[src/rtl/instr_mem_loader.sv]
// instr_mem_loader: packs a valid/ready byte stream into big-endian 32-bit words
// and writes them to consecutive word addresses of the instruction memory.
module instr_mem_loader #(
  parameter int DEPTH = 256
) (
  input  logic        clk_i,
  input  logic        rst_ni,
  input  logic        start_i,
  input  logic [8:0]  word_count_i,
  input  logic [7:0]  byte_i,
  input  logic        byte_valid_i,
  output logic        byte_ready_o,
  output logic        mem_write_o,
  output logic [31:0] mem_address_o,
  output logic [31:0] mem_write_data_o,
  output logic        busy_o,
  output logic        done_o,
  output logic        error_o
);
  typedef enum logic [1:0] {IDLE, LOAD, WRITE} state_t;
  localparam logic [8:0] DEPTH_W = 9'(DEPTH);
  state_t      state_q, state_d;
  logic [8:0]  remaining_q, remaining_d;
  logic [1:0]  byte_cnt_q, byte_cnt_d;
  logic [31:0] addr_q, addr_d, data_q, data_d;
  logic        mem_write_q, mem_write_d, done_q, done_d, error_q, error_d;
  logic        legal;
  assign legal = (word_count_i != 9'd0) && (word_count_i <= DEPTH_W);
  always_comb begin
    state_d     = state_q;
    remaining_d = remaining_q;
    byte_cnt_d  = byte_cnt_q;
    addr_d      = addr_q;
    data_d      = data_q;
    mem_write_d = 1'b0;
    done_d      = 1'b0;
    error_d     = 1'b0;
    case (state_q)
      IDLE: if (start_i) begin
        if (legal) begin
          remaining_d = word_count_i;
          byte_cnt_d  = 2'd0;
          addr_d      = 32'd0;
          state_d     = LOAD;
        end else error_d = 1'b1;
      end
      LOAD: if (byte_valid_i) begin
        data_d     = {data_q[23:0], byte_i};
        byte_cnt_d = byte_cnt_q + 2'd1;
        if (byte_cnt_q == 2'd3) begin
          mem_write_d = 1'b1;
          state_d     = WRITE;
        end
      end
      WRITE: begin
        remaining_d = remaining_q - 9'd1;
        // Address stays on the last written word so it never passes 4*DEPTH-4.
        if (remaining_q == 9'd1) begin
          done_d  = 1'b1;
          state_d = IDLE;
        end else begin
          addr_d  = addr_q + 32'd4;
          state_d = LOAD;
        end
      end
      default: state_d = IDLE;
    endcase
  end
  always_ff @(posedge clk_i or negedge rst_ni) begin
    if (!rst_ni) begin
      state_q     <= IDLE;
      remaining_q <= 9'd0;
      byte_cnt_q  <= 2'd0;
      addr_q      <= 32'd0;
      data_q      <= 32'd0;
      mem_write_q <= 1'b0;
      done_q      <= 1'b0;
      error_q     <= 1'b0;
    end else begin
      state_q     <= state_d;
      remaining_q <= remaining_d;
      byte_cnt_q  <= byte_cnt_d;
      addr_q      <= addr_d;
      data_q      <= data_d;
      mem_write_q <= mem_write_d;
      done_q      <= done_d;
      error_q     <= error_d;
    end
  end
  assign byte_ready_o     = (state_q == LOAD);
  assign busy_o           = (state_q != IDLE);
  assign mem_write_o      = mem_write_q;
  assign mem_address_o    = addr_q;
  assign mem_write_data_o = data_q;
  assign done_o           = done_q;
  assign error_o          = error_q;
endmodule

[config.mk]
export PLATFORM = sky130hd
export DESIGN_NAME = instr_mem_loader
export DESIGN_NICKNAME = d
export VERILOG_FILES = /design/src/rtl/instr_mem_loader.sv
export SDC_FILE = /design/constraint.sdc
export NUM_CORES = 1
export LEC_CHECK = 0
export BUFFER_PORTS_ARGS = -buffer_cell sky130_fd_sc_hd__buf_2
export CAP_MARGIN = 20
export CORE_MARGIN = 2
export CORE_UTILIZATION = 54
export CTS_BUF_LIST = sky130_fd_sc_hd__clkbuf_8
export CTS_CLUSTER_DIAMETER = 30
export DETAILED_ROUTE_END_ITERATION = 8
export PLACE_DENSITY_LB_ADDON = 0.2
export SETUP_SLACK_MARGIN = 0.2
export SYNTH_ARGS = -nofsm -noshare
export SYNTH_HDL_FRONTEND = slang
export SYNTH_SLANG_ARGS = --single-unit
[constraint.sdc]
create_clock -name clk_i -period 3 [get_ports clk_i]
set_input_delay 0.15 -clock clk_i [delete_from_list [all_inputs] [get_ports clk_i]]
set_output_delay 0.15 -clock clk_i [all_outputs]
set_load 0.01 [all_outputs]
==> impl_metrics.ini <==
[status]
status = finished with violations
failed_checks = negative hold slack

[sta]
finalCriticalPeriod_ns = 2.11
period_share_pct = 70.3
rsz0062_at_grt = no
fin_ws_ns = 0.890
max_freq_ghz = 0.474
tightest_slew_ns = 0.976
final_max_slew_viol_count = 0
fin_worst_skew_ns = 0.0134
hold_violations = 55
tns_ns = 0
hold_ws_ns = -0.0636
setup_viol = 0
maxSlewHeadroom_pct = 34.9

[routing]
vias = 3283
drt_iter0_drc = 226
ant_nets = 0
vias_per_cell = 5.89
post_drt_wl_per_cell_um = 15.8
dr.pass1.iters = 5
post-route-drc-count = 0
routed_wl_mm = 8.81

[worst_setup_path]
cp_slowest_cell = dfrtp_1
crit_fanout = 12
worstPathArrival_ns = 2.41
cp_common_cell = buf_4
path_class = register to register
startpoint_type = register
endpoint_kind = register
cp.required_ns = 3.30
cp_cell_sequence = nand2b_1, buf_4, a41oi_2, buf_4, nand2_1, mux2i_1, a21o_1
max_stage_delay_ns = 0.59

[yosys]
ys.flop_type = dfrtp_1
yosys.area_share.simple_pct = 18.1
synth_top_family_by_area = simple AND/OR/NAND/NOR gates
ys_ff_latch = 78
synthAdderAreaFrac_pct = 1.29
synth_mux_area_share_pct = 10.3
netlist_area_mm2 = 0.00387
synth_compound_area_share_pct = 15.1
syn_inst = 370
ys_warn_count = 0
synth_xor_area_share_pct = 0.226
async_flop_share_pct = 100
synth-edff-count = 0
ys_seq_area_share_pct = 50.4
avgSynthCellArea_um2 = 10.5
ys_types = 47

[worst_hold_path]
hold_class = input pin to asynchronous set/reset pin

[place]
placed_cell_area_mm2 = 0.00436
dpl_worst_slack_ns = 0.942
gp_congestion = 0.855
hpwl_mm = 6.07
io_buffer_count = 87

[die]
ios = 90
dieWidth_um = 88.7
core_mm2 = 0.00687
fp.dieH_um = 88.7
rows = 30
start_util_pct = 56.3
die-area_mm2 = 0.00786

[grt]
grtUsageTotal_pct = 24.2
met1_usage_pct = 33.4
grt_antenna_before_repair = 0
overflow = 0
grt_pass1_vias = 3100
grt_max_degree = 79
grt_first_pass_wirelength_mm = 14.8
grt.busiest_layer = met2
grt_use_met3_pct = 5.97
use_met2_pct = 37.7

[power]
pwr-share-seq_pct = 46.1
switchingPower_mw = 1.43
clkPwrFrac_pct = 20.2
share_comb_of_total_power_pct = 33.7
swShare_pct = 36.7
vdd_ir_drop_max_uv = 576
cellPowerDensity_mw_per_mm2 = 857
internal_power_mw = 2.47
p_leak_nw = 2.14
total_power_mw = 3.90

[clocking]
cts-root-buf = clkbuf_8
cts_tree = built
clock_latency_ns = 0.35
clock-sinks = 78
cts_buffer_depth = 2
cts_setup_buffers = 0
clkTransAtPathRegs_ns = 0.09
h-tree-depth = 3
ctsResizeCount = 0
cts_hold_buf = 0
numCtsBuffers = 9

[finish]
layout-area-overhead-vs-synth_pct = 17.8
layout_common_cells = buf_2, dfrtp_1, nand2_1
final_common_cell = buf_2
diodes = 0
finalNetCount = 481
drive_gt1_share_pct = 33.4
final_area_mm2 = 0.00456

[job]
maxCapViolations = 0
==> cell usage after synthesis (4+ instances only) <==
library cell / instances / area [um2]
a21oi_1: 20 / 100
a31oi_1: 13 / 81.3
and2_1: 7 / 43.8
and3_1: 8 / 50.1
buf_2: 10 / 50.1
buf_6: 4 / 45.0
clkbuf_1: 4 / 15.0
dfrtp_1: 78 / 1950
ha_1: 4 / 50.1
inv_1: 10 / 37.5
mux2_2: 32 / 360
mux2i_1: 4 / 40.0
nand2_1: 35 / 131
nand3_1: 23 / 115
nand4_1: 11 / 68.8
nor2_1: 21 / 78.8
nor4_1: 4 / 25.0
o21ai_0: 7 / 35.0
o21ai_1: 18 / 90.1
o22ai_1: 4 / 25.0
o31ai_1: 10 / 75.1
or4_1: 6 / 45.0
==> flip-flops by register name, indices dropped and copies added (netlist names) <==
register	flops
done_o	1
state_q	2
mem_write_o	1
byte_cnt_q	2
mem_address_o	30
mem_write_data_o	32
error_o	1
remaining_q	9
==> cells by family (layout without fill, tap and decap cells) <==
logic type                 count (synthesis)  in the layout
AOI/OAI and AO/OA                         91             91
xor gates and xnor gates                   1              1
adders and majority gates                  4              4
buffers and inverters                     31            121
DFF                                       78             78
muxes                                     36             36
other                                      1              2
and+or+nand+nor                          128            128
==> metal layers <==
layer	part of all wire, %	wire, um	vias to the layer above
met5	0	0	-
met4	1.2	106	0
met3	7.3	642	9
met2	48	4210	119
met1	44	3850	1605
li1	-	-	1550
==> worst max-delay path: cells and delay by family (launching register included) <==
kind,cells,cell delay (ns)
flip-flops,1,0.59
AO/OA/AOI/OAI,2,0.55
buffers and inverters,2,0.49
AND/OR/NAND/NOR,2,0.29
multiplexers,1,0.14
==> power by group through the flow <==
stage	logic (mW)	clock network (mW)	registers, mW
6_report	1.32	0.790	1.80
5_1_grt	1.46	0.848	1.86
4_1_cts	1.33	0.804	1.80
3_5_place_dp	1.33	0	1.81
3_3_place_gp	1.30	0	1.79
2_1_floorplan	0.753	0	1.86
==> final cells by class <==
cell class                      instances  area (um2)
Clock inverter                          6        61.3
Multi-Input combinational cell        262        1750
Timing Repair Buffer                   95         498
Tap cell                               96         120
Fill cell                             570        2310
Sequential cell                        78        1950
Clock buffer                           10         138
Inverter                               10        37.5
==> stage by stage <==
step	util (%)	hold slack, ns	std cells
finish	66.4	-0.0636	557
global route	66.4	0.0277	557
CTS	66.4	0.000908	557
detailed placement	63.5	0.374	541
global placement	63.5	0.372	541
floorplan	-	-0.146	371
==> final timing paths <==
| kind | start | endpoint | slack [ns] | cells after the start |
|---|---|---|---|---|
| worst max-delay path | state_q[1]$_DFFE_PN0P_ | mem_address_o[30]$_DFFE_PN0P_ | 0.89 | 7 |
| worst min-delay path | rst_ni | error_o$_DFF_PN0_ | -0.06 | 1 |
| worst max register to register | state_q[1]$_DFFE_PN0P_ | mem_address_o[30]$_DFFE_PN0P_ | 0.89 | 7 |
| worst min register to register | mem_write_data_o[25]$_DFFE_PN0P_ | mem_write_data_o[25]$_DFFE_PN0P_ | 0.50 | 1 |
| max in group asynchronous | rst_ni | state_q[1]$_DFFE_PN0P_ | 2.41 | 1 |
| min in group clk_i | byte_i[7] | mem_write_data_o[7]$_DFFE_PN0P_ | 0.03 | 2 |
Note: power is estimated with default switching activity, not from simulation.
